$ cat src/rtl/native_crossbar_nports_if.sv
// Bundle of native-port and bank-side signals for the N-port crossbar.
// The slave modport is the crossbar's view. The master modport is the user/controller view.
interface native_crossbar_nports_if #(
    parameter int NUM_PORTS  = 2,
    parameter int NUM_BANKS  = 8,
    parameter int ADDR_WIDTH = 26,
    parameter int DATA_WIDTH = 128
);
    localparam int BB  = $clog2(NUM_BANKS);
    localparam int BAW = ADDR_WIDTH - BB;
    localparam int BEW = DATA_WIDTH / 8;

    logic [NUM_PORTS-1:0]            cmd_valid;
    logic [NUM_PORTS-1:0]            cmd_ready;
    logic [NUM_PORTS-1:0]            cmd_we;
    logic [NUM_PORTS-1:0]            cmd_mw;
    logic [NUM_PORTS*ADDR_WIDTH-1:0] cmd_addr;

    logic [NUM_PORTS-1:0]            wdata_valid;
    logic [NUM_PORTS-1:0]            wdata_ready;
    logic [NUM_PORTS*DATA_WIDTH-1:0] wdata_data;
    logic [NUM_PORTS*BEW-1:0]        wdata_we;

    logic [NUM_PORTS-1:0]            rdata_valid;
    logic [NUM_PORTS-1:0]            rdata_ready;
    logic [DATA_WIDTH-1:0]           rdata_data;

    logic [NUM_BANKS-1:0]            bank_valid;
    logic [NUM_BANKS-1:0]            bank_ready;
    logic [NUM_BANKS-1:0]            bank_we;
    logic [NUM_BANKS-1:0]            bank_mw;
    logic [NUM_BANKS-1:0]            bank_lock;
    logic [NUM_BANKS*BAW-1:0]        bank_addr;
    logic [NUM_BANKS-1:0]            bank_wdata_ready;
    logic [NUM_BANKS-1:0]            bank_rdata_valid;

    logic [DATA_WIDTH-1:0]           interface_wdata;
    logic [BEW-1:0]                  interface_wdata_we;
    logic [DATA_WIDTH-1:0]           interface_rdata;

    modport master (
        output cmd_valid, cmd_we, cmd_mw, cmd_addr,
        output wdata_valid, wdata_data, wdata_we,
        output rdata_ready,
        output bank_ready, bank_wdata_ready, bank_rdata_valid,
        output interface_rdata,
        input  cmd_ready, wdata_ready, rdata_valid, rdata_data,
        input  bank_valid, bank_we, bank_mw, bank_lock, bank_addr,
        input  interface_wdata, interface_wdata_we
    );

    modport slave (
        input  cmd_valid, cmd_we, cmd_mw, cmd_addr,
        input  wdata_valid, wdata_data, wdata_we,
        input  rdata_ready,
        input  bank_ready, bank_wdata_ready, bank_rdata_valid,
        input  interface_rdata,
        output cmd_ready, wdata_ready, rdata_valid, rdata_data,
        output bank_valid, bank_we, bank_mw, bank_lock, bank_addr,
        output interface_wdata, interface_wdata_we
    );
endinterface

$ cat src/rtl/native_crossbar_nports.sv
// N-port native-to-bank crossbar: per-bank lock-aware round-robin arbitration,
// latency-delayed write-ready/read-valid return strobes and sticky return-path fault flags.
module native_crossbar_nports #(
    parameter int NUM_PORTS  = 2,
    parameter int NUM_BANKS  = 8,
    parameter int ADDR_WIDTH = 26,
    parameter int BANK_SHIFT = 10,
    parameter int DATA_WIDTH = 128,
    parameter int LAT_MAX    = 15
) (
    input  logic                 clk,
    input  logic                 rst,
    input  logic [7:0]           crb_READ_LATENCY_cfg,
    input  logic [7:0]           crb_WRITE_LATENCY_cfg,
    native_crossbar_nports_if.slave bus,
    output logic [NUM_PORTS-1:0] rdata_drop,
    output logic                 wdata_conflict
);
    localparam int BB  = $clog2(NUM_BANKS);
    localparam int BAW = ADDR_WIDTH - BB;
    localparam int HIW = ADDR_WIDTH - BANK_SHIFT - BB;
    localparam int PW  = (NUM_PORTS > 1) ? $clog2(NUM_PORTS) : 1;
    localparam int BEW = DATA_WIDTH / 8;

    // Tap k of a delay line holds the strobe from k cycles ago; lat 0 is the live strobe.
    function automatic logic tap(input logic [LAT_MAX-1:0] line, input logic [7:0] lat,
                                 input logic now);
        logic t;
        t = now;
        for (int k = 1; k <= LAT_MAX; k++) begin
            if (lat == 8'(k)) begin
                t = line[k-1];
            end
        end
        return t;
    endfunction

    logic [BB-1:0]                       port_bank  [NUM_PORTS];
    logic [BAW-1:0]                      port_baddr [NUM_PORTS];
    logic [NUM_BANKS-1:0][NUM_PORTS-1:0] accept_m;
    logic [NUM_BANKS-1:0][NUM_PORTS-1:0] wstb_m;
    logic [NUM_BANKS-1:0][NUM_PORTS-1:0] rstb_m;
    logic [NUM_PORTS-1:0]                wready;
    logic [NUM_PORTS-1:0]                rvalid;
    logic [7:0]                          wr_lat;
    logic [7:0]                          rd_lat;
    logic [DATA_WIDTH-1:0]               wdata_mux;
    logic [BEW-1:0]                      wdata_we_mux;
    logic                                conflict_reg;
    logic [NUM_PORTS-1:0]                drop_reg;
    logic                                unused_wdata_valid;

    assign wr_lat = (crb_WRITE_LATENCY_cfg > 8'(LAT_MAX)) ? 8'(LAT_MAX) : crb_WRITE_LATENCY_cfg;
    assign rd_lat = (crb_READ_LATENCY_cfg  > 8'(LAT_MAX)) ? 8'(LAT_MAX) : crb_READ_LATENCY_cfg;

    // Write data is accepted by the controller on the returned ready strobe alone.
    assign unused_wdata_valid = ^bus.wdata_valid;

    genvar gi, gj;

    generate
        for (gi = 0; gi < NUM_PORTS; gi++) begin : g_decode
            assign port_bank[gi]  = bus.cmd_addr[gi*ADDR_WIDTH + BANK_SHIFT +: BB];
            assign port_baddr[gi] = {bus.cmd_addr[gi*ADDR_WIDTH + BANK_SHIFT + BB +: HIW],
                                     bus.cmd_addr[gi*ADDR_WIDTH +: BANK_SHIFT]};
        end
    endgenerate

    generate
        for (gi = 0; gi < NUM_BANKS; gi++) begin : g_bank
            logic [NUM_PORTS-1:0] req;
            logic [NUM_PORTS-1:0] sel;
            logic [PW-1:0]        grant_reg;
            logic [PW-1:0]        grant_next;
            logic [PW-1:0]        cand;
            logic                 owner_reg;
            logic                 found;
            logic                 own_req;
            logic                 lock;

            for (gj = 0; gj < NUM_PORTS; gj++) begin : g_req
                assign req[gj] = bus.cmd_valid[gj] & (port_bank[gj] == BB'(gi));
                assign sel[gj] = (grant_reg == PW'(gj));
            end

            assign own_req = owner_reg & req[grant_reg];
            assign lock    = own_req & ~bus.bank_ready[gi];

            assign bus.bank_valid[gi]            = own_req;
            assign bus.bank_lock[gi]             = lock;
            assign bus.bank_we[gi]               = bus.cmd_we[grant_reg];
            assign bus.bank_mw[gi]               = bus.cmd_mw[grant_reg];
            assign bus.bank_addr[gi*BAW +: BAW]  = port_baddr[grant_reg];

            assign accept_m[gi] = sel & {NUM_PORTS{own_req & bus.bank_ready[gi]}};
            assign wstb_m[gi]   = sel & {NUM_PORTS{bus.bank_wdata_ready[gi]}};
            assign rstb_m[gi]   = sel & {NUM_PORTS{bus.bank_rdata_valid[gi]}};

            // Circular search starting after the current grant; the current grant is checked last.
            always_comb begin
                found      = 1'b0;
                grant_next = grant_reg;
                cand       = grant_reg;
                for (int i = 1; i <= NUM_PORTS; i++) begin
                    cand = PW'((int'(grant_reg) + i) % NUM_PORTS);
                    if (!found && req[cand]) begin
                        found      = 1'b1;
                        grant_next = cand;
                    end
                end
            end

            // Without a lock the owner is either idle or has just handshaked, so re-arbitrate.
            always_ff @(posedge clk) begin
                if (rst) begin
                    grant_reg <= '0;
                    owner_reg <= 1'b0;
                end else if (!lock) begin
                    grant_reg <= grant_next;
                    owner_reg <= found;
                end
            end
        end
    endgenerate

    generate
        for (gi = 0; gi < NUM_PORTS; gi++) begin : g_port
            logic                 acc;
            logic                 ws;
            logic                 rs;
            logic [LAT_MAX-1:0]   wline_reg;
            logic [LAT_MAX-1:0]   rline_reg;

            always_comb begin
                acc = 1'b0;
                ws  = 1'b0;
                rs  = 1'b0;
                for (int b = 0; b < NUM_BANKS; b++) begin
                    acc = acc | accept_m[b][gi];
                    ws  = ws  | wstb_m[b][gi];
                    rs  = rs  | rstb_m[b][gi];
                end
            end

            always_ff @(posedge clk) begin
                if (rst) begin
                    wline_reg <= '0;
                    rline_reg <= '0;
                end else begin
                    wline_reg <= (wline_reg << 1) | LAT_MAX'(ws);
                    rline_reg <= (rline_reg << 1) | LAT_MAX'(rs);
                end
            end

            assign bus.cmd_ready[gi] = acc;
            assign wready[gi]        = tap(wline_reg, wr_lat, ws);
            assign rvalid[gi]        = tap(rline_reg, rd_lat, rs);
        end
    endgenerate

    // Lowest-index ready port wins the shared write data bus.
    always_comb begin
        wdata_mux    = '0;
        wdata_we_mux = '0;
        for (int p = NUM_PORTS - 1; p >= 0; p--) begin
            if (wready[p]) begin
                wdata_mux    = bus.wdata_data[p*DATA_WIDTH +: DATA_WIDTH];
                wdata_we_mux = bus.wdata_we[p*BEW +: BEW];
            end
        end
    end

    always_ff @(posedge clk) begin
        if (rst) begin
            conflict_reg <= 1'b0;
            drop_reg     <= '0;
        end else begin
            if ((wready & (wready - NUM_PORTS'(1))) != '0) begin
                conflict_reg <= 1'b1;
            end
            drop_reg <= drop_reg | (rvalid & ~bus.rdata_ready);
        end
    end

    assign bus.wdata_ready        = wready;
    assign bus.rdata_valid        = rvalid;
    assign bus.rdata_data         = bus.interface_rdata;
    assign bus.interface_wdata    = wdata_mux;
    assign bus.interface_wdata_we = wdata_we_mux;
    assign rdata_drop             = drop_reg;
    assign wdata_conflict         = conflict_reg;
endmodule
$ cat src/flat_wrapper.sv
// flat-port wrapper written by rule: the top's interface ports become plain ports
module native_crossbar_nports_flat 
#(
    parameter int NUM_PORTS  = 2,
    parameter int NUM_BANKS  = 8,
    parameter int ADDR_WIDTH = 26,
    parameter int BANK_SHIFT = 10,
    parameter int DATA_WIDTH = 128,
    parameter int LAT_MAX    = 15
)
  (clk, rst, crb_READ_LATENCY_cfg, crb_WRITE_LATENCY_cfg, rdata_drop, wdata_conflict, bus_cmd_valid, bus_cmd_we, bus_cmd_mw, bus_cmd_addr, bus_wdata_valid, bus_wdata_data, bus_wdata_we, bus_rdata_ready, bus_bank_ready, bus_bank_wdata_ready, bus_bank_rdata_valid, bus_interface_rdata, bus_cmd_ready, bus_wdata_ready, bus_rdata_valid, bus_rdata_data, bus_bank_valid, bus_bank_we, bus_bank_mw, bus_bank_lock, bus_bank_addr, bus_interface_wdata, bus_interface_wdata_we);
  native_crossbar_nports_if #(.NUM_PORTS(NUM_PORTS), .NUM_BANKS(NUM_BANKS), .ADDR_WIDTH(ADDR_WIDTH), .DATA_WIDTH(DATA_WIDTH)) bus_i ();
  input  logic clk;
  input  logic rst;
  input  logic [7:0] crb_READ_LATENCY_cfg;
  input  logic [7:0] crb_WRITE_LATENCY_cfg;
  output logic [NUM_PORTS-1:0] rdata_drop;
  output logic wdata_conflict;
  input wire logic [$bits(bus_i.cmd_valid)-1:0] bus_cmd_valid;
  input wire logic [$bits(bus_i.cmd_we)-1:0] bus_cmd_we;
  input wire logic [$bits(bus_i.cmd_mw)-1:0] bus_cmd_mw;
  input wire logic [$bits(bus_i.cmd_addr)-1:0] bus_cmd_addr;
  input wire logic [$bits(bus_i.wdata_valid)-1:0] bus_wdata_valid;
  input wire logic [$bits(bus_i.wdata_data)-1:0] bus_wdata_data;
  input wire logic [$bits(bus_i.wdata_we)-1:0] bus_wdata_we;
  input wire logic [$bits(bus_i.rdata_ready)-1:0] bus_rdata_ready;
  input wire logic [$bits(bus_i.bank_ready)-1:0] bus_bank_ready;
  input wire logic [$bits(bus_i.bank_wdata_ready)-1:0] bus_bank_wdata_ready;
  input wire logic [$bits(bus_i.bank_rdata_valid)-1:0] bus_bank_rdata_valid;
  input wire logic [$bits(bus_i.interface_rdata)-1:0] bus_interface_rdata;
  output wire logic [$bits(bus_i.cmd_ready)-1:0] bus_cmd_ready;
  output wire logic [$bits(bus_i.wdata_ready)-1:0] bus_wdata_ready;
  output wire logic [$bits(bus_i.rdata_valid)-1:0] bus_rdata_valid;
  output wire logic [$bits(bus_i.rdata_data)-1:0] bus_rdata_data;
  output wire logic [$bits(bus_i.bank_valid)-1:0] bus_bank_valid;
  output wire logic [$bits(bus_i.bank_we)-1:0] bus_bank_we;
  output wire logic [$bits(bus_i.bank_mw)-1:0] bus_bank_mw;
  output wire logic [$bits(bus_i.bank_lock)-1:0] bus_bank_lock;
  output wire logic [$bits(bus_i.bank_addr)-1:0] bus_bank_addr;
  output wire logic [$bits(bus_i.interface_wdata)-1:0] bus_interface_wdata;
  output wire logic [$bits(bus_i.interface_wdata_we)-1:0] bus_interface_wdata_we;
  assign bus_i.cmd_valid = bus_cmd_valid;
  assign bus_i.cmd_we = bus_cmd_we;
  assign bus_i.cmd_mw = bus_cmd_mw;
  assign bus_i.cmd_addr = bus_cmd_addr;
  assign bus_i.wdata_valid = bus_wdata_valid;
  assign bus_i.wdata_data = bus_wdata_data;
  assign bus_i.wdata_we = bus_wdata_we;
  assign bus_i.rdata_ready = bus_rdata_ready;
  assign bus_i.bank_ready = bus_bank_ready;
  assign bus_i.bank_wdata_ready = bus_bank_wdata_ready;
  assign bus_i.bank_rdata_valid = bus_bank_rdata_valid;
  assign bus_i.interface_rdata = bus_interface_rdata;
  assign bus_cmd_ready = bus_i.cmd_ready;
  assign bus_wdata_ready = bus_i.wdata_ready;
  assign bus_rdata_valid = bus_i.rdata_valid;
  assign bus_rdata_data = bus_i.rdata_data;
  assign bus_bank_valid = bus_i.bank_valid;
  assign bus_bank_we = bus_i.bank_we;
  assign bus_bank_mw = bus_i.bank_mw;
  assign bus_bank_lock = bus_i.bank_lock;
  assign bus_bank_addr = bus_i.bank_addr;
  assign bus_interface_wdata = bus_i.interface_wdata;
  assign bus_interface_wdata_we = bus_i.interface_wdata_we;
  native_crossbar_nports #(.NUM_PORTS(NUM_PORTS), .NUM_BANKS(NUM_BANKS), .ADDR_WIDTH(ADDR_WIDTH), .BANK_SHIFT(BANK_SHIFT), .DATA_WIDTH(DATA_WIDTH), .LAT_MAX(LAT_MAX)) u_core (.clk(clk), .rst(rst), .crb_READ_LATENCY_cfg(crb_READ_LATENCY_cfg), .crb_WRITE_LATENCY_cfg(crb_WRITE_LATENCY_cfg), .bus(bus_i), .rdata_drop(rdata_drop), .wdata_conflict(wdata_conflict));
endmodule
$ cat config.mk
export PLATFORM = sky130hd
export DESIGN_NAME = native_crossbar_nports_flat
export DESIGN_NICKNAME = d
export VERILOG_FILES = /design/src/rtl/native_crossbar_nports_if.sv /design/src/rtl/native_crossbar_nports.sv /design/src/flat_wrapper.sv
export SDC_FILE = /design/constraint.sdc
export NUM_CORES = 1
export LEC_CHECK = 0
export ABC_AREA = 0
export CAP_MARGIN = 20
export CORE_AREA = 2 2 397 399
export CTS_CLUSTER_SIZE = 30
export DETAILED_ROUTE_END_ITERATION = 8
export DIE_AREA = 0 0 399 401
export PLACE_DENSITY = 0.33
export SLEW_MARGIN = 0
export SYNTH_ARGS = -nofsm -noshare
export SYNTH_HDL_FRONTEND = slang
export SYNTH_SLANG_ARGS = --single-unit
$ cat constraint.sdc
create_clock -name clk -period 3.3 [get_ports clk]
set_input_delay 0.66 -clock clk [delete_from_list [all_inputs] [get_ports clk]]
set_output_delay 0.66 -clock clk [all_outputs]
set_load 0.02 [all_outputs]
---- Word level (Yosys, flattened, before mapping) ----
Index checks and enable logic that the tools add are counted.
cells by class
  add/subtract/negate cells ............... 17
  magnitude comparators ................... 34
  equality and inequality tests ........... 44
  muxes and demuxes ....................... 202
  bitwise gates (word level) .............. 146
  reduce and logical (&&, ||, !) cells .... 35
operators by type and width
  kind                                                        count
  2-to-1 mux 23 bit                                           24
  2-to-1 mux 128 bit                                          2
  2-to-1 mux 1 bit                                            172
  equality test 8 x 4 -> 1 bit, second input constant         16
  equality test 8 x 3 -> 1 bit, second input constant         8
  OR 15 x 1 -> 15 bit                                         4
  bitwise AND 2 bit                                           26
  less-than comparator 1 x 2 -> 1 bit, second input constant  24
  OR 1 bit                                                    42
  bitwise AND 1 bit                                           40
  equality test 8 x 2 -> 1 bit, second input constant         4
  2-to-1 mux 16 bit                                           2
  equality test 3 bit, second input constant                  8
  inverter 1 bit                                              24
  nonzero test 2 bit                                          9
  adder 1 bit, second input constant                          16
  equality test 8 x 1 -> 1 bit, second input constant         2
  >= comparator 2 bit, second input constant                  8
  > comparator 8 x 4 -> 1 bit, second input constant          2
  2-to-1 mux 8 bit                                            2
  inverter 1 -> 2 bit                                         8
  AND reduction 2 bit                                         8
  equality test 3 x 2 -> 1 bit, second input constant         4
  logical AND 1 bit                                           8
  other kinds (6)                                             15
storage, ports and cells
  flip-flop bits (word level) ............. 79
  bits of input ports ..................... 520
  output and inout bits ................... 497
  logic and storage cells ................. 500

---- Longest topological paths before layout ----
Gate-level depths: netlist of run 1.
  depth after elaboration ................. 27
  depth in mapped cells ................... 10
  gate-level depth less buffers ........... 6

---- Least setup slack after synthesis of run 1 ----
Ideal clock, no wire load.
  path kind ............................... in2out
  start ................................... in crb_WRITE_LATENCY_cfg[7]
  end ..................................... out bus_interface_wdata[100]
  arrival time ............................ 2.978 ns
  required time ........................... 2.640 ns
  slack ................................... -0.338 ns
  stages .................................. 8
  path buffers ............................ 2
  cells stage by stage .................... or4_4 o31a_1 or3_1 and4b_1 a211oi_2 buf_4 buf_6 mux2i_1
between the ends
  longest elaborated chain between the ends .. 20
  elaborated cells on any way between the ends .. 49
  classes of those cells .................. order compare: 1; eq/ne: 15; mux: 33
RTL lines
  item                             RTL line                       RTL
  from (decl)                      flat_wrapper.sv:16             input logic [7:0] crb_WRITE_LATENCY_cfg;
  > comparator 8 x 4 -> 1 bit      native_crossbar_nports.sv:53   assign wr_lat = (crb_WRITE_LATENCY_cfg > 8'(LAT_MAX)) ? 8'(LAT_MAX) : crb_WRITE_LATENCY_cfg;
  2-to-1 mux 8 bit (*)             native_crossbar_nports.sv:53
  equality test 8 x 1 -> 1 bit     native_crossbar_nports.sv:31   if (lat == 8'(k)) begin
  2-to-1 mux 1 bit (15 in series)  native_crossbar_nports.sv:31
  2-to-1 mux 128 bit               native_crossbar_nports.sv:166  if (wready[p]) begin
  2-to-1 mux 128 bit (*)           native_crossbar_nports.sv:166
  to (decl)                        flat_wrapper.sv:40             output wire logic [$bits(bus_i.interface_wdata)-1:0] bus_interface_wdata;
Mark *: on every way between the ends. The rest lies on a longest branch, timed or not.

---- Final worst setup path of run 1 ----
  start ................................... in crb_WRITE_LATENCY_cfg[5]
  end ..................................... out bus_interface_wdata[41]
Same word-level chain as after synthesis.

==> results, run 1 <==
- Summing the areas of all compound-gate instances in the mapped netlist gives 17.6% of the synthesized area.
- The count of antenna-violating nets left after detailed routing is 0.
- In this run the horizontal extent of the chip is 399 microns.
- The floorplan step defined a die boundary enclosing 160000 sq um.
- Clock latency on the worst-skew pair, taken at its later pin, is 0.36 ns.
- The detailed router finished its first iteration with 536 violations.
- The critical path class is input pin to output port.
- Setup repair after global routing could not meet its margin everywhere.
- The synthesized flop and latch total is 79.
- The finished cells cover 23600 sq um.
- After detailed routing, the average wire length per cell comes to 19.9 microns.
- The path class of the tightest hold or removal check is flop to flop.
- In this design, the critical path's most frequently occurring cell is buf_12.
- On the worst path, the slowest cell contributes a delay of 0.56 ns.
- The max-cap violation count is 0.
- The post-synthesis adder-cell area fraction is 0%.
- The pre-CTS worst setup slack is -1.53 ns.
- Counting along the longest clock path gives a buffer depth of 2.
- The sequential-to-total area share from yosys stat is 14.6%.
- The post-place instance area is 21400 sq um.
- The number of clock sinks is 79.
- The die is 401 microns tall.
- The final critical path takes up 125% of the cycle.
- The pre-antenna-repair detailed-routing pass consisted of 5 iterations.
- In the post-synthesis netlist, the cell with the most instances is mux2_2.
- During synthesis, Yosys emitted a total of 0 warnings.
- The max-slew headroom at the worst pin is 57.9%.
- The total grt overflow is 0.
- The number of endpoints with negative hold slack in the final report is 0.
- The leakage power summed over all cells is 9.89 nW.
- The dominant combinational cell family by area after synthesis is multiplexers.
- The worst register-to-register path begins at u_core.g_bank[2].grant_reg.
- The critical path goes through buf_6 -> or4_4 -> o31a_1 -> or3_1 -> and4b_1 -> a211oi_4 -> buf_12 -> buf_16 -> buf_12 -> buf_16 -> buf_12 -> mux2i_2 -> buf_4.
- Clock-pin slew was measured on the worst setup and hold paths at 0.07 ns.
- Counting I/O delays and the setup requirement, the final critical path takes 4.13 ns.
- The count of input and output buffers is 758.
- The timing startpoint of the critical path is crb_WRITE_LATENCY_cfg[5].
- The slowest stage of the critical path is the or4_4 cell.
- The maximum operating frequency is 0.242 GHz.
- Summing the areas of all and, or, nand and nor instances in the mapped netlist gives 11.2% of the synthesized area.
- The post-route netlist has 36.6% of its cells at a drive strength greater than 1.
- The number of nets in the synthesized netlist is 1878.
- In this run the core area contains 145 standard-cell rows.
- Power spread over the standard cell area amounts to 196 nW/um^2.
- At the end of routability-driven placement, the weighted congestion stood at 0.807.
- The number of global-route vias before repair came to 14100.
- The max-slew violation count is 0.
- The maximum fanout along the worst path is 6.
- Of all flip-flops after synthesis, the portion carrying an async set or reset was 0%.
- After Yosys synthesis, XOR and XNOR cells account for 0.0807% of the synthesized area.
- The count of flip-flops with a built-in enable after synthesis is 0.
- After technology mapping, the gate count stands at 1358.
- For this block, the via count after detailed routing is 13300.
- The layout overhead on the synthesized area is 118%.
- The number of standard cells in the layout, taps in and fillers out is 4258.
- The DRC violation count after routing is 0.
- Global routing consumed, over all layers together, 9.97% of the routing resources.
- The region available for standard cell placement spans 156000 sq um.
- The commonest cells after synthesis are mux2_2 (206), inv_1 (180), buf_4 (148), mux2i_1 (148), o211ai_1 (145).
- The worst path buffer plus inverter count is 7.
- The CTS tree is yes.
- The number of antenna violations at the first check in global routing was 30.
- Each instance of the synthesized netlist takes up on average 7.99 sq um.
- In the post-route analysis, the smallest setup slack over all paths is -0.828 ns.
- The first global-routing pass estimated 113000 microns of wire.
- The share of synthesized area spent on multiplexers is 35.0%.
- The number of fill cells in the layout is 17800.
- The post-synthesis cell area is 10800 sq um.
- The distinct cell type count of the synthesized netlist is 59.
- The arrival time of the worst setup path is 3.47 ns.
- Entering global routing, the biggest net connects 41 pins.
- The placed wire-length estimate is 68000 microns.
- The depth of the CTS H-tree is 3.
- The initial utilization of the core area, before any placement, comes to 6.97%.
- By area the synthesized netlist is led by mux2_2 (21%), dfxtp_1 (15%), mux2i_1 (14%).
- The sort of element at the end of the critical path is an output port.
- The clock root buffer master is clkbuf_16.
- Hold timing on the final database bottoms out at a slack of 0.444 ns.
- Setup violations remaining at the end of the flow were counted as 146.
- The number of top-level pins is 1017.
- The via count normalized by instance count is 3.13.
- The flow ran to the end, but the final reports show violations.
- Data on the critical path is required at its endpoint by 2.64 ns.
- The design draws 4.63 mW.
- The number of instances in the placed design is 4147.
- The startpoint identified for the worst hold timing path is u_core.g_port[1].wline_reg[3].
- Wires add up to 84500 microns.
- The main flop type after synthesis is dfxtp_1.
- On the critical path the largest part of the delay comes from simple AND/OR/NAND/NOR gates.
- The transition time at the pin with the least slew margin is 0.628 ns.
- The worst setup path is launched from an input pin.
- The biggest area contributor in the post-synthesis netlist is mux2_2.
- The number of buffers added by the clock tree synthesis step is 9.
- The checks that failed: negative setup slack.
- The worst clock skew is 0.00679 ns.
- The number of buffers inserted by hold repair at cts is 0.
- Summed over its instances, the top area cell type makes up 21.4% of the synthesized netlist area.
- After the last flow step, the layout net total stands at 2710.
- The worst-case IR drop observed on VDD is 0.262 mV.
[power breakdown]
group	internal, mW	leakage (nW)	switching (mW)
Combinational	1.31	9.07	1.11
Clock	0.751	0.169	0.482
Sequential	0.970	0.644	0.0109
Total	3.03	9.89	1.60
[final timing paths]
kind	end	slack [ns]	cells past startpoint
max	bus_interface_wdata[41]	-0.83	13
max reg2reg	u_core.wdata_conflict	0.96	11
min reg2reg	u_core.g_port[1].wline_reg[4]	0.44	2
min	u_core.g_port[1].wline_reg[4]	0.44	2
[metrics by stage]
| step | util, % | TNS [ns] |
|---|---|---|
| 3_3_place_gp | 13.8 | -204.27 |
| 5_1_grt | 15.2 | -119.26 |
| 2_1_floorplan | - | -47.20 |
| 4_1_cts | 15.1 | -111.39 |
| 6_report | 15.2 | -104.15 |
| 3_5_place_dp | 13.8 | -202.76 |
[what timing repair did]
action	4_1_cts	5_1_grt
resized for setup	824	79
setup buffers	75	15
pin swaps	36	16
setup endpoints to repair	159	154
gates cloned	17	0
[logic make-up (layout without fill, tap and decap cells)]
| kind of cell | Yosys count | after routing |
|---|---|---|
| buf+inv | 437 | 1273 |
| mux | 354 | 354 |
| compound gates | 266 | 267 |
| simple gates | 221 | 221 |
| flops | 79 | 79 |
| xor+xnor | 1 | 1 |
| other cells | 0 | 5 |
[routing by layer]
layer  track usage (%)  up-vias  wire [microns]
met2              19.3      618           44600
met1              10.4     6281           31500
met3              3.10       94            6610
met4              1.99       16            1710
li1                  -     6316               -
met5                 0        -              83
[layout make-up]
| class | count | area [sq um] | share of cell area [%] |
|---|---|---|---|
| Sequential cell | 79 | 1590 | 6.73 |
| Clock inverter | 7 | 126 | 0.535 |
| Tap cell | 2058 | 2570 | 10.9 |
| Antenna cell | 5 | 12.5 | 0.0529 |
| Multi-Input combinational cell | 843 | 7570 | 32.0 |
| Inverter | 180 | 676 | 2.86 |
| Timing Repair Buffer | 1077 | 10900 | 45.9 |
| Clock buffer | 9 | 225 | 0.953 |
[worst reg2reg max path, delay by kind of cell, from the launching register on]
kind	cells	cell delay, ns
compound gates	4	0.77
simple gates	1	0.23
buf+inv	6	0.83
flops	1	0.37
[layout by cell type (no fill, tap or decap), types with 14 or more instances in the layout]
master           synthesis  final
a21oi_1                 17     16
a22oi_1                 20     18
buf_12                   0     45
buf_16                   0     15
buf_4                  148    324
buf_6                   14     81
buf_8                    0     14
clkdlybuf4s50_1          0    566
dfxtp_1                 79     71
dlygate4sd2_1            0     16
inv_1                  180    179
mux2_2                 206    206
mux2i_1                148    108
mux2i_2                  0     25
mux2i_4                  0     15
nand2_1                 27     26
nand2b_1                17     14
nor2_1                  46     44
nor2b_1                 64     64
o211ai_1               145    145
o21ai_0                 31     25
(Power assumes the default switching activity.)
==> inputs of run 2 (changes only) <==
Settings changed: SLEW_MARGIN 0 to 10.
==> results of run 2 <==
Final layout, timing and power as in run 1 (identical DEF).
==> inputs of run 3 (changes only) <==
Settings changed: ABC_AREA 0 to 1, CORE_AREA 2 2 397 399 to 2 2 400 402, DIE_AREA 0 0 399 401 to 0 0 402 404, PLACE_DENSITY 0.33 to 0.32.
==> run 3 against run 2 <==
  * Die area rose by 1.5%
  * Critical path depth rose by 19
  * First-iteration DRC count fell by 9.1%
  * Clock skew rose by 0.0044 ns
  * Flip-flop and latch count did not move
  * Final cell count rose by 8.4%
  * Clock-buffer cell count did not move
  * The run still ends with negative setup slack left
  * Critical path type unchanged
  * Largest cell class unchanged
==> results, run 3 <==
- The run finished, with violations left.
- The final reports fail on negative setup slack.
- The reg-to-reg setup timing slack is 0.44 ns.
- The maximum number of pins on one net before global-route repair is 56.
- The worst-case hold path end point is u_core.g_port[1].rline_reg[8].
- The distinct cell type count of the synthesized netlist is 30.
- The via count normalized by instance count is 3.02.
- The final worst-path setup slack is -0.934 ns.
- The count of routing violations after the opening detailed-route iteration is 487.
- The max-slew violation count came to 0.
- The count of buffers added on input and output ports is 758.
- The share of the clock period used by the worst path after layout is 128%.
- In this run the worst path has a maximum fanout of 7.
- The count of flip-flops with a built-in enable after synthesis is 0.
- In the final routed layout, each cell accounts on average for 17.2 microns.
- The most used standard cell by instance count after synthesis is nand2_1.
- The dominant combinational cell family by area after synthesis is simple AND/OR/NAND/NOR gates.
- The share of synthesized area spent on multiplexers is 0%.
- After Yosys synthesis, full adders, half adders and majority gates account for 0% of the synthesized area.
- The synthesized flop and latch total is 79.
- The commonest cells after synthesis are nand2_1 (642), o21ai_0 (224), inv_1 (176).
- In the layout the commonest cells are clkdlybuf4s50_1 (578), nand2_1 (513), o21ai_0 (223).
- The first-pass detailed-route iteration total is 5.
- The max-slew headroom at the worst pin is 57.7%.
- Power spread over the standard cell area amounts to 219 nW/um^2.
- The clock transition at the registers of the reported paths is 0.08 ns.
- The utilization after layout is 14.3%.
- The capture instance of the worst register-to-register path is u_core.rdata_drop[1].
- The total of warnings raised by yosys is 0.
- The DRC violation count after routing is 0.
- The buffer levels on the longest clock path is 2.
- Wires add up to 79300 microns.
- The leakage power summed over all cells is 8.87 nW.
- The number of instances in the synthesized netlist is 1789.
- The timing startpoint of the critical path is crb_WRITE_LATENCY_cfg[7].
- The routed layout has 13900 vias.
- After layout, the minimum clock period comes to 4.23 ns.
- The global-route wire length before repair is 108000 microns.
- The placed wire-length estimate is 63200 microns.
- The die is 404 microns tall.
- The cell taking the most area after synthesis is nand2_1.
- The synthesized netlist occupies a cell area of 9700 sq um.
- The H-tree generated during clock tree synthesis spans 3 levels.
- The worst setup path is of the input pin to output port kind.
- The average instance in the mapped netlist occupies 5.42 sq um.
- The number of cells on the worst reg-to-reg path is 27.
- The sequential-to-total area share from yosys stat is 16.3%.
- The initialized floorplan defines 146 standard-cell rows.
- Setup violations remaining at the end of the flow were counted as 152.
- The simple-gate area share of the yosys netlist is 43.7%.
- For the worst setup path, the data required time is 2.64 ns.
- The core region is 158000 sq um.
- In this run the worst hold path is classified as flop to flop.
- The start of the worst register-to-register path is u_core.g_bank[2].grant_reg.
- The source of the worst hold timing path is u_core.g_port[1].rline_reg[7].
- The number of clock sinks is 79.
- The total grt overflow is 0.
- For this configuration, the core starts out at a cell density of 6.14%.
- Leaving out fill and tap cells, the most frequent cell in the layout is clkdlybuf4s50_1.
- The number of endpoints with negative hold slack in the final report is 0.
- The cell with the largest stage delay on the worst path is nor2_4.
- Setup repair after global routing could not meet its margin everywhere.
- From synthesis to final layout, the design area changed by 132%.
- By area the synthesized netlist is led by nand2_1 (25%), dfxtp_1 (16%), o21ai_0 (12%).
- The number of global-route vias before repair is 14100.
- The detail route stage leaves a number of antenna-violating nets equal to 0.
- Among the stages of the critical path, the cell type that occurs most often is nand2_1.
- The worst-case IR drop observed on VDD is 0.259 mV.
- The proportion of layout cells with a drive suffix above 1 is 27.5%.
- The congestion estimate from routability-driven global placement came to 0.792.
- The number of antenna violations at the first check in global routing was 29.
- The number of buffers added by the clock tree synthesis step is 9.
- Global routing consumed, over all layers together, 9.33% of the routing resources.
- For this design the top-level I/O count stands at 1017.
- The area of the die is 162000 sq um.
- The die extent in x is 402 microns.
- The delay contributed by the slowest stage of the critical path is 0.24 ns.
- The parity-gate share of the synthesized area counting xor and xnor cells is 0%.
- The kind of start point of the critical path is an input pin.
- The number of nets in the synthesized netlist is 2309.
- The synthesized-area fraction occupied by ao, oa, aoi and oai cells is 14.7%.
- The post-route total power is 4.94 mW.
- The sort of element at the end of the critical path is an output port.
- The CTS tree is yes.
- The transition time at the pin with the least slew margin is 0.635 ns.
- The tree is rooted in a clkbuf_16.
- Counting flops with an async set or reset pin after synthesis yields a share of 0%.
- The max-cap violation count is 0.
- The insertion delay to the later sink of the worst-skew pair is 0.39 ns.
- The share of the synthesized area in the top cell type is 24.9%.
- The final layout contains 3049 nets.
- Along the worst hold path, the cell count comes to 2.
- The main flop type after synthesis is dfxtp_1.
- Data arrives at the worst endpoint at 3.57 ns.
- For this run, the top clock speed supported by timing is 0.236 GHz.
- For the final database, setup skew stands at 0.0112 ns.
[run 3: changes by cell type in the layout (fill, tap and decap cells not counted), moves of 82 or more]
cell	previous run	this run
mux2_2	206	0
nand3_2	0	82
buf_4	324	178
mux2i_1	108	0
o211ai_1	145	8
nor2_1	44	136
nand2_2	1	97
o21ai_0	25	223
nand2_1	26	513
[run 3: worst max-delay path by stage]
stage / end / slack (ns) / depth (start not counted)
6_report: bus_interface_wdata[3] / -0.93 / 32
5_1_grt: bus_interface_wdata[31] / -1.20 / 30
4_1_cts: bus_interface_wdata[3] / -0.96 / 31
3_5_place_dp: bus_interface_wdata[35] / -1.86 / 27
3_3_place_gp: bus_interface_wdata[56] / -1.86 / 27
2_1_floorplan: bus_interface_wdata_we[10] / 0.007 / 25
[run 3: per-stage QoR]
step                cell area (sq um)  setup TNS [ns]  setup WS (ns)  std cells  hold WS, ns
finish                          22500         -112.14         -0.934       4614        0.413
global route                    22500         -155.40          -1.20       4610        0.436
CTS                             21700         -122.58         -0.959       4599        0.419
detailed placement              19800         -239.53          -1.86       4524        0.412
global placement                19800         -243.70          -1.86       4524        0.413
floorplan                        9700               0        0.00721       1789        0.400
[run 3: cell families after synthesis]
logic type             after synthesis
buffers and inverters              455
DFF                                 79
and+or+nand+nor                    979
AOI/OAI and AO/OA                  276
[run 3: where the power goes]
group	internal (mW)	leakage [nW]	switching, mW
Clock	0.605	0.149	0.563
Combinational	1.39	8.08	1.40
Sequential	0.969	0.644	0.00837
[run 3: layout make-up]
type	instances	area (sq um)
Timing Repair Buffer	1003	10600
Clock inverter	7	83.8
Fill cell	18300	135000
Sequential cell	79	1590
Tap cell	2072	2590
Multi-Input combinational cell	1255	6630
Inverter	181	716
Clock buffer	9	225
Antenna cell	8	20.0
[run 3: critical path: cells and delay by family]
kind                   cells  cell delay (ns)
buffers and inverters      9             1.06
and+or+nand+nor           23             1.82
[run 3: metal layers]
| layer | share of wire (%) | vias up | global-route usage (%) |
|---|---|---|---|
| met2 | 54 | 674 | 18.1 |
| li1 | - | 6934 | - |
| met4 | 2.2 | 34 | 2.55 |
| met5 | 0.26 | - | 0 |
| met1 | 35 | 6166 | 9.09 |
| met3 | 9.3 | 117 | 3.60 |
[run 3: what timing repair did]
action | in CTS | in global routing
cloned | 21 | 1
hold buffers | 0 | 0
buffers inserted | 39 | 16
resized for setup | 785 | 318
pin swaps | 43 | 71
setup endpoints to repair | 153 | 159
==> patch: new RTL, config.mk and constraints of run 1 <==
Reset style: asynchronous (`rst`), changed in 3 clocked blocks.
--- a/src/rtl/native_crossbar_nports.sv
+++ b/src/rtl/native_crossbar_nports.sv
@@ -112,5 +112,5 @@
 
             // Without a lock the owner is either idle or has just handshaked, so re-arbitrate.
-            always_ff @(posedge clk) begin
+            always_ff @(posedge clk or posedge rst) begin
                 if (rst) begin
                     grant_reg <= '0;
@@ -143,5 +143,5 @@
             end
 
-            always_ff @(posedge clk) begin
+            always_ff @(posedge clk or posedge rst) begin
                 if (rst) begin
                     wline_reg <= '0;
@@ -171,5 +171,5 @@
     end
 
-    always_ff @(posedge clk) begin
+    always_ff @(posedge clk or posedge rst) begin
         if (rst) begin
             conflict_reg <= 1'b0;
Function: not settled (the Yosys comparison gave no result); the edit may change what the design does.
==> patch against run 1 <==
The flow still finishes with violations (negative setup slack); worst setup slack improved by 0.35 ns; sequential cell count unchanged; area after synthesis fell by 2.0%; via count shrank 2.3%; wire length is 3.9% higher; cell area grew 2.9%; maximum frequency rose by 9.2%; synthesized cell count is 6.1% lower; first-iteration DRC count decreased by 11%.
Power is not compared: it rests on default switching activity, and its combinational part moved more than twofold at a synthesized area within 25%.
==> patch: results (changes against run 1) <==
The number of post-CTS setup repair buffers was 85 (was 75); the fraction of synthesized area in multiplexers was 0.385 (was 0.350). Origin of the critical flop-to-flop path: u_core.g_bank[0].grant_reg (was u_core.g_bank[2].grant_reg). The final-report setup violation count is 147 (was 146). Failing checks: negative setup slack (unchanged). The global-route wire length before repair was 115 mm (was 113 mm). Top cells by area, synth: sky130_fd_sc_hd__mux2_2 (36%), sky130_fd_sc_hd__dfrtp_1 (19%), sky130_fd_sc_hd__buf_4 (11%) (was sky130_fd_sc_hd__mux2_2 (21%), sky130_fd_sc_hd__dfxtp_1 (15%), sky130_fd_sc_hd__mux2i_1 (14%)). Number of logic inverters in the finished layout: 26 (was 180). The hold slack is 0.369 ns (was 0.444 ns), and the count of placed standard cells in the final layout, fillers left out is 4183 (was 4258).

The tools report the pin count of the biggest net entering global routing as 80 (was 41). The estimated wirelength of the detail-placed design is 69.7 mm (was 68.0 mm). Number of non-clock buffers: 1081 (was 1077). Ratio of routed vias to standard cells: 3.11 (was 3.13).

The run finished, with violations left. The slack of the worst reg-to-reg path is 0.65 ns (was 0.96 ns), and the share of cell area taken by flip-flops and latches is 0.0817 (was 0.0673). The logs give 4042 (was 4147) for the number of placed cells counting well taps and 7960 um2 (was 7570 um2) for the multi-input combinational cell area.

The data-path buffer share of cell area in the final layout is 0.468 (was 0.459), and the number of violations reported at the end of detailed-routing iteration 0 is 479 (was 536). The logs give 0.806 (was 0.807) for the weighted congestion at the end of routability-driven global placement and -0.480 ns (was -0.828 ns) for the worst setup slack after layout. The share of final layout cell area taken by clock buffers and inverters came out at 0.0126 (was 0.0149). For the net count after synthesis, the log shows 1795 (was 1878). The tools report the number of gates resized after cts as 902 (was 824).

The cell family contributing the most delay on the critical path was buffers and inverters (was simple AND/OR/NAND/NOR gates).
==> patch: cell count changes after synthesis, moves of 49 or more <==
cell                       before  now
sky130_fd_sc_hd__dfxtp_1       79    0
sky130_fd_sc_hd__a21oi_1       17  167
sky130_fd_sc_hd__nor2b_1       64   15
sky130_fd_sc_hd__nand2_1       27  172
sky130_fd_sc_hd__inv_1        180   24
sky130_fd_sc_hd__mux2i_1      148   13
sky130_fd_sc_hd__mux2_2       206  338
sky130_fd_sc_hd__dfrtp_1        0   79
sky130_fd_sc_hd__o211ai_1     145    0
==> patch: metrics by stage <==
stage	setup WS, ns	setup TNS [ns]
4_1_cts	-0.717	-81.15
5_1_grt	-0.561	-64.03
2_1_floorplan	0.0760	0
6_report	-0.480	-51.59
3_5_place_dp	-1.24	-160.08
3_3_place_gp	-1.25	-160.80
==> patch: report_power, final <==
part	internal (mW)	switching, mW
Sequential	1.10	0.0928
Clock	0.595	0.449
Combinational	3.07	2.77
Total	4.77	3.31
